<file path="src/rtl/pipelined_csa_pkg.sv">
// Shared defaults and configuration legality helpers for the pipelined
// carry-select adder.
package pipelined_csa_pkg;

  localparam int unsigned DEF_WIDTH  = 16;
  localparam int unsigned DEF_BLK    = 4;
  localparam int unsigned DEF_STAGES = 2;

  function automatic int unsigned nblk(input int unsigned width, input int unsigned blk);
    return width / blk;
  endfunction

  // Whole blocks only, and every stage must own the same number of blocks.
  function automatic bit cfg_legal(input int unsigned width, input int unsigned blk,
                                   input int unsigned stages);
    if (blk == 0 || stages == 0) return 1'b0;
    if (width % blk != 0) return 1'b0;
    if (nblk(width, blk) < stages) return 1'b0;
    return (nblk(width, blk) % stages) == 0;
  endfunction

endpackage

</file>
<file path="src/rtl/pipelined_csa_block.sv">
// One BLK-bit carry-select slice: two ripple chains (carry-in 0 and 1),
// with the sum and carry-out picked by the resolved carry-in.
module csa_block
  import pipelined_csa_pkg::*;
#(
  parameter int unsigned BLK = DEF_BLK
) (
  input  logic [BLK-1:0] a,
  input  logic [BLK-1:0] b,
  input  logic           ci,
  output logic [BLK-1:0] s,
  output logic           co
);

  logic [BLK:0]   c0, c1;
  logic [BLK-1:0] s0, s1;

  always_comb begin
    c0    = '0;
    c1    = '0;
    s0    = '0;
    s1    = '0;
    c1[0] = 1'b1;
    for (int unsigned i = 0; i < BLK; i++) begin
      s0[i]   = a[i] ^ b[i] ^ c0[i];
      c0[i+1] = (a[i] & b[i]) | (c0[i] & (a[i] ^ b[i]));
      s1[i]   = a[i] ^ b[i] ^ c1[i];
      c1[i+1] = (a[i] & b[i]) | (c1[i] & (a[i] ^ b[i]));
    end
    s  = ci ? s1 : s0;
    co = ci ? c1[BLK] : c0[BLK];
  end

endmodule

</file>
<file path="src/rtl/pipelined_csa.sv">
// Pipelined carry-select add/subtract with valid/ready backpressure.
// Define PIPELINED_CSA_OVF_EN to add the registered signed-overflow output ovf.
module pipelined_csa
  import pipelined_csa_pkg::*;
#(
  parameter int unsigned WIDTH  = DEF_WIDTH,
  parameter int unsigned BLK    = DEF_BLK,
  parameter int unsigned STAGES = DEF_STAGES
) (
  input  logic             clk,
  input  logic             rst,
  input  logic             in_valid,
  output logic             in_ready,
  input  logic [WIDTH-1:0] a,
  input  logic [WIDTH-1:0] b,
  input  logic             cin,
  input  logic             sub,
  output logic             out_valid,
  input  logic             out_ready,
  output logic [WIDTH-1:0] sum,
  output logic             cout
`ifdef PIPELINED_CSA_OVF_EN
  ,
  output logic             ovf
`endif
);

  localparam int unsigned NBLK = nblk(WIDTH, BLK);
  localparam int unsigned BPS  = NBLK / STAGES;
  localparam int unsigned SW   = BPS * BLK;

  if (!cfg_legal(WIDTH, BLK, STAGES)) begin : g_bad_cfg
    $error("pipelined_csa: WIDTH/BLK/STAGES combination is not legal");
  end

  logic adv;

  for (genvar k = 0; k < STAGES; k++) begin : g_stage
    // Operands are kept relative to the first unresolved bit: bit 0 of a_in
    // is global bit k*SW, so each stage only carries what is still pending.
    localparam int unsigned UW = WIDTH - k * SW;
    localparam int unsigned RW = (k + 1) * SW;

    logic [UW-1:0] a_in, bx_in;
    logic          c_in, v_in;
    logic [SW-1:0] res;
    logic [RW-1:0] sum_d, sum_q;
    logic          c_d, c_q, v_d, v_q;

    if (k == 0) begin : g_src
      always_comb begin
        a_in  = a;
        bx_in = b ^ {WIDTH{sub}};
        c_in  = sub | cin;
        v_in  = in_valid;
      end
    end else begin : g_src
      always_comb begin
        a_in  = g_stage[k-1].g_fwd.a_q;
        bx_in = g_stage[k-1].g_fwd.bx_q;
        c_in  = g_stage[k-1].c_q;
        v_in  = g_stage[k-1].v_q;
      end
    end

    for (genvar j = 0; j < BPS; j++) begin : g_blk
      logic           ci, co;
      logic [BLK-1:0] s;

      if (j == 0) begin : g_ci
        always_comb ci = c_in;
      end else begin : g_ci
        always_comb ci = g_blk[j-1].co;
      end

      if (k == 0 && j == 0) begin : g_ripple
        always_comb {co, s} = {1'b0, a_in[BLK-1:0]} + {1'b0, bx_in[BLK-1:0]} + (BLK+1)'(ci);
      end else begin : g_sel
        csa_block #(.BLK(BLK)) u_blk (
          .a  (a_in[j*BLK +: BLK]),
          .b  (bx_in[j*BLK +: BLK]),
          .ci (ci),
          .s  (s),
          .co (co)
        );
      end

      assign res[j*BLK +: BLK] = s;
    end

    if (k == 0) begin : g_sum
      always_comb sum_d = res;
    end else begin : g_sum
      always_comb sum_d = {res, g_stage[k-1].sum_q};
    end

    always_comb begin
      v_d = v_in;
      c_d = g_blk[BPS-1].co;
    end

    // Payload loads only with a real beat, so bubbles leave the data untouched.
    always_ff @(posedge clk) begin
      if (rst) begin
        v_q   <= 1'b0;
        sum_q <= '0;
        c_q   <= 1'b0;
      end else if (adv) begin
        v_q <= v_d;
        if (v_d) begin
          sum_q <= sum_d;
          c_q   <= c_d;
        end
      end
    end

    if (k < STAGES - 1) begin : g_fwd
      logic [UW-SW-1:0] a_d, bx_d, a_q, bx_q;

      always_comb begin
        a_d  = a_in[UW-1:SW];
        bx_d = bx_in[UW-1:SW];
      end

      always_ff @(posedge clk) begin
        if (rst) begin
          a_q  <= '0;
          bx_q <= '0;
        end else if (adv && v_d) begin
          a_q  <= a_d;
          bx_q <= bx_d;
        end
      end
    end
  end

  always_comb begin
    out_valid = g_stage[STAGES-1].v_q;
    sum       = g_stage[STAGES-1].sum_q;
    cout      = g_stage[STAGES-1].c_q;
    adv       = !out_valid || out_ready;
    in_ready  = adv;
  end

`ifdef PIPELINED_CSA_OVF_EN
  logic ovf_d, ovf_q;

  // Carry into the MSB is recovered as a^bx^sum at that bit.
  always_comb ovf_d = g_stage[STAGES-1].a_in[SW-1] ^ g_stage[STAGES-1].bx_in[SW-1]
                    ^ g_stage[STAGES-1].sum_d[WIDTH-1] ^ g_stage[STAGES-1].c_d;

  always_ff @(posedge clk) begin
    if (rst) begin
      ovf_q <= 1'b0;
    end else if (adv && g_stage[STAGES-1].v_d) begin
      ovf_q <= ovf_d;
    end
  end

  always_comb ovf = ovf_q;
`endif

endmodule
</file>
<file path="config.mk">
export PLATFORM = sky130hd
export DESIGN_NAME = pipelined_csa
export DESIGN_NICKNAME = d
export VERILOG_FILES = /design/src/rtl/pipelined_csa_pkg.sv /design/src/rtl/pipelined_csa_block.sv /design/src/rtl/pipelined_csa.sv
export SDC_FILE = /design/constraint.sdc
export NUM_CORES = 1
export LEC_CHECK = 0
export ABC_AREA = 1
export CAP_MARGIN = 10
export CORE_MARGIN = 4
export CORE_UTILIZATION = 45
export DETAILED_ROUTE_END_ITERATION = 7
export GPL_ROUTABILITY_DRIVEN = 0
export PLACE_DENSITY = 0.76
export SETUP_SLACK_MARGIN = 0.4
export SLEW_MARGIN = 10
export SYNTH_ARGS = -nofsm -noshare
export SYNTH_HDL_FRONTEND = slang
export SYNTH_HIERARCHICAL = 1
export SYNTH_SLANG_ARGS = --single-unit
</file>
<file path="constraint.sdc">
create_clock -name clk -period 4.41 [get_ports clk]
set_input_delay 0.882 -clock clk [delete_from_list [all_inputs] [get_ports clk]]
set_output_delay 0.882 -clock clk [all_outputs]
set_load 0.02 [all_outputs]
</file>
# Word level (Yosys, flattened, before mapping)
# Index checks and enable logic that the tools add are counted.
# Widths: inputs -> output; s select.
dict set report totals {
  ff_bits 44
  in_bits 38
  output_inout_bits 19
}
dict set report op_classes {
  addsub 2
  n_mux 6
  bitwise_logic 86
  n_reduce_logical 5
}
# cell count
set ops {}
lappend ops {{$and 1x1->1} 30}
lappend ops {{$xor 1x1->1} 30}
lappend ops {{$or 1x1->1} 22}
lappend ops {{$xor 16x16->16} 1}
lappend ops {{$mux 4} 3}
lappend ops {{$add 4x4->5} 1}
lappend ops {{$add 5x1->5} 1}
lappend ops {{$reduce_and 2->1} 2}
lappend ops {{$mux 1} 3}
lappend ops {{$not 1->1} 3}
lappend ops {{$logic_and 1x1->1} 1}
lappend ops {{$logic_not 1->1} 1}
lappend ops {{$logic_or 1x1->1} 1}

# Logic depth before layout (Yosys ltp)
dict set report logic_depth {
  ltp_word 10
  depth_mapped 20
  ltp_nobuf 20
}

# Hierarchy
# The synthesis kept the hierarchy.
# mod instances cells_per_inst area_per_inst_um2
set modules_own_cells {}
lappend modules_own_cells {pipelined_csa 1 224 1863.0}
lappend modules_own_cells {csa_block 3 23 153.9}

# Worst setup path after synthesis
# Ideal clock, no wire load.
dict set report synth_path {
  kind {input to register}
  from {in sub}
  to {reg g_stage[0].sum_q[7]}
  arrival_ps 4006
  required_time_ps 4294
  slack_ps 288
  path_stages 17
  n_path_buf 2
  cell_sequence {buf_4 > buf_4 > or2_2 > fa_1 > fa_1 > a21oi_1 > o21bai_1 > nand2_1 > o21ai_1 > fa_1 > inv_1 > fa_1 > inv_1 > fa_1 > inv_1 > o21ai_0 > nor2_1}
}
dict set report synth_via {
  word_cells_on_any_way 23
  classes_between {add/sub: 2; mux: 1; bitwise: 20}
}
# item line
set synth_rtl {}
lappend synth_rtl {{start: declaration} pipelined_csa.sv:17} ;# input logic sub,
lappend synth_rtl {{$xor 16x16->16} pipelined_csa.sv:53} ;# bx_in = b ^ {WIDTH{sub}};
lappend synth_rtl {{$add 4x4->5} pipelined_csa.sv:77} ;# always_comb {co, s} = {1'b0, a_in[BLK-1:0]} + {1'b0, bx_in[BLK-1:0]} + (BLK+1)'(ci);
lappend synth_rtl {{$add 5x1->5 (*)} pipelined_csa.sv:77}
lappend synth_rtl {{net g_stage[0].g_blk[0].co} pipelined_csa.sv:67} ;# logic ci, co;
lappend synth_rtl {{$mux 4 (*)} pipelined_csa_block.sv:30} ;# s = ci ? s1 : s0;
lappend synth_rtl {{net g_stage[0].g_blk[1].s[3]} pipelined_csa.sv:68} ;# logic [BLK-1:0] s;
lappend synth_rtl {{end signal: assignment} pipelined_csa.sv:111} ;# sum_q <= sum_d;
lappend synth_rtl {{end: declaration} pipelined_csa.sv:47} ;# logic [RW-1:0] sum_d, sum_q;
# The timed path passes the listed nets; every way through them passes the cells marked *.
# A chain may end at the register's enable or synchronous reset.

# Worst setup path after layout
dict set report layout_path {
  from {in cin}
  to {reg g_stage[0].sum_q[7]}
}
dict set report layout_via {
  elab_chain_cells 3
}
# item line
set layout_lines {}
lappend layout_lines {{start: declaration} pipelined_csa.sv:16} ;# input logic cin,
lappend layout_lines {{$or 1x1->1} pipelined_csa.sv:54} ;# c_in = sub | cin;
lappend layout_lines {{$add 5x1->5} pipelined_csa.sv:77}
lappend layout_lines {{net g_stage[0].g_blk[0].co} pipelined_csa.sv:67}
lappend layout_lines {{$mux 4} pipelined_csa_block.sv:30}
lappend layout_lines {{net g_stage[0].g_blk[1].s[3]} pipelined_csa.sv:68}
# The timed path passes the listed nets, and every way through them passes these cells.

==> flow_summary.yaml <==
outcome:
  status: "complete, no violations"
detailed_routing:
  post_drt_via_cell_ratio: 4.77
  remaining_drc_errors: 0
  num_vias: 1979
  drtIter0Drc: 112
  wl_per_cell_um: 12.2
  ant_nets: 0
  drtPass1Iterations: 4
  drt_wl_total_um: 5050
worst_hold_path:
  hp-start: "g_stage[0].v_q"
  min_to: "g_stage[0].v_q"
  hp-class: "flip-flop to flip-flop"
  holdPathStages: 2
cells_and_area:
  num-fill-cells: 415
  final_common_cell: "nor2_1"
  final_cells: 415
  layout_common_cells: "63 x nor2_1, 55 x clkdlybuf4s50_1, 47 x inv_1, 44 x dfxtp_1, 37 x o21ai_0"
  antenna_cells: 0
  final_util_pct: 62.6
  nNetsFinal: 405
  area_delta_synth_final_pct: 30.5
  layout-drive-gt1-share_pct: 7.18
yosys:
  synth_cells: 293
  synth.yosys.seq_area_share_pct: 37.9
  avgSynthCellArea_um2: 7.93
  synth_nets: 351
  ys_ff_latch: 44
  syn_area_um2: 2320
  yosys_warnings: 6
  synth_cell_types: 25
floorplan:
  ios: 57
  fp.dieH_um: 79.9
  dieArea_um2: 6380
  die_w_um: 79.9
  rows: 25
  start_util_pct: 47.9
  core_area_um2: 4850
clock_network:
  clockBufferDepth: 2
  clock-sinks: 44
  cts_tree: "yes"
  path_clk_slew_ns: 0.08
  cts_inserted_buffers: 5
  cts_root_buf: "clkbuf_8"
  clk_latency_ns: 0.30
  cts_hold_buf: 0
  htree_levels: 2
global_route:
  antenna_found_initial: 0
  grt_pass1_wl_um: 8360
  grt_usage_pct: 16.9
  grt_pass1_vias: 1856
  grt_max_degree: 42
  grt_overflow: 0
sta:
  hold_viol: 0
  setup_viol: 0
  rsz0062_at_grt: "no"
  fin_crit_ns: 3.89
  worst_slew_pin_slew_ns: 1.04
  finalCritPeriodShare_pct: 88.2
  fin_skew_ns: 0.00749
  finalSetupTns_ns: 0
  slew_headroom_pct: 30.8
  max_freq_ghz: 0.257
  drv_slew: 0
run:
  drv_cap: 0
setup_path:
  path_delay_family: "adder cells"
  path_buf_inv: 4
  cp-end-kind: "flip-flop"
  r2r_slack_ns: 0.91
  r2r_cells: 19
  worst_ep_arrival_time_ns: 4.07
  critical_path_peak_fanout: 4
  path_class: "primary input to flip-flop"
  r2r_start: "g_stage[0].g_fwd.a_q[0]"
  required_ns: 4.59
  cp_cell_sequence: "clkdlybuf4s50_1 -> or2_4 -> fa_2 -> fa_2 -> a21oi_2 -> o21bai_2 -> nand2_1 -> o21ai_2 -> fa_2 -> inv_1 -> fa_1 -> inv_1 -> fa_1 -> inv_1 -> o21ai_1 -> nor2_1"
  r2r_end: "sum[15]"
  crit_path_top_delay_cell: "fa_1"
  slowest_delay_ns: 0.47
  cp-start-kind: "primary input"
placement:
  dp_hpwl_um: 3550
  dp.cells: 405
  portBuffers: 56
power_and_ir_drop:
  p_leak_nw: 1.37
  peakVddDrop_mv: 0.183
  power_density_nw_per_um2: 333
  finalPower_mw: 1.01
final cells by class:
type	count	area [um2]	share of cell area (%)
Multi-Input combinational cell	187	1190	39.1
Sequential cell	44	881	29.0
Timing Repair Buffer	59	582	19.2
Inverter	50	193	6.35
Tap cell	67	83.8	2.76
Clock buffer	6	72.6	2.39
Clock inverter	2	35.0	1.15
per-stage QoR:
step / hold WS, ns / worst slack [ns] / cell area [um2]
after floorplan: 0.430 / 0.433 / 2330
final: 0.465 / 0.520 / 3030
after global routing: 0.497 / 0.416 / 3030
after CTS: 0.465 / 0.492 / 3000
after detailed placement: 0.452 / 0.0421 / 2900
after global placement: 0.450 / 0.122 / 2900
flip-flops by register name (all words and copies together) (netlist names):
name and count:
out_valid 1, g_stage.v_q 1, g_stage.sum_q 8, cout 1
sum 16, g_stage.g_fwd.bx_q 8, g_stage.c_q 1, g_stage.g_fwd.a_q 8
metal layers:
metal	track usage [%]	routed length (um)
met2	26.8	2410
met5	0	0
met4	6.59	91
met1	21.7	2220
met3	4.74	333
cell usage after synthesis, drive strengths merged:
library cell | n | area (um2)
a21oi | 15 | 75.1
buf | 7 | 65.1
clkbuf | 5 | 20.0
dfxtp | 44 | 881
fa | 11 | 220
ha | 9 | 113
inv | 50 | 193
nand2 | 19 | 76.3
nand3 | 4 | 20.0
nor2 | 66 | 279
o21ai | 44 | 220
o21bai | 1 | 7.51
or2 | 1 | 6.26
xnor2 | 9 | 78.8
xor2 | 8 | 70.1
logic make-up (layout without fill, tap and decap cells):
family | Yosys count | in the layout | share of synthesized area [%]
XOR/XNOR | 17 | 17 | 6.41
adder cells (fa/ha/maj) | 20 | 20 | 14.3
AO/OA/AOI/OAI | 60 | 60 | 13.0
flip-flops | 44 | 44 | 37.9
AND/OR/NAND/NOR | 90 | 90 | 16.4
buffers and inverters | 62 | 117 | 11.9
worst min-delay path: stages (launching register included):
cell     delay [ns]
dfxtp_1        0.31
nand2_1        0.06
a21oi_1        0.05
where the power goes:
group	internal, mW	switching (mW)	total (mW)
combinational	0.121	0.135	0.256
sequential	0.432	0.0183	0.450
clock	0.168	0.134	0.302
total	0.721	0.288	1.01
what timing repair did:
action	4_1_cts	5_1_grt
endpoints found under the setup margin	1	1
setup buffers	0	2
pin swaps	0	7
gates resized for setup	1	6
worst max path at each step:
stage,startpoint,to,depth (start not counted)
floorplan,sub,g_stage[0].sum_q[7],17
finish,cin,g_stage[0].sum_q[7],16
detailed placement,sub,g_stage[0].sum_q[7],16
global route,cin,g_stage[0].sum_q[7],16
CTS,cin,g_stage[0].sum_q[7],16
global placement,sub,g_stage[0].sum_q[7],16
No activity file was read; power rests on OpenSTA's default activity.
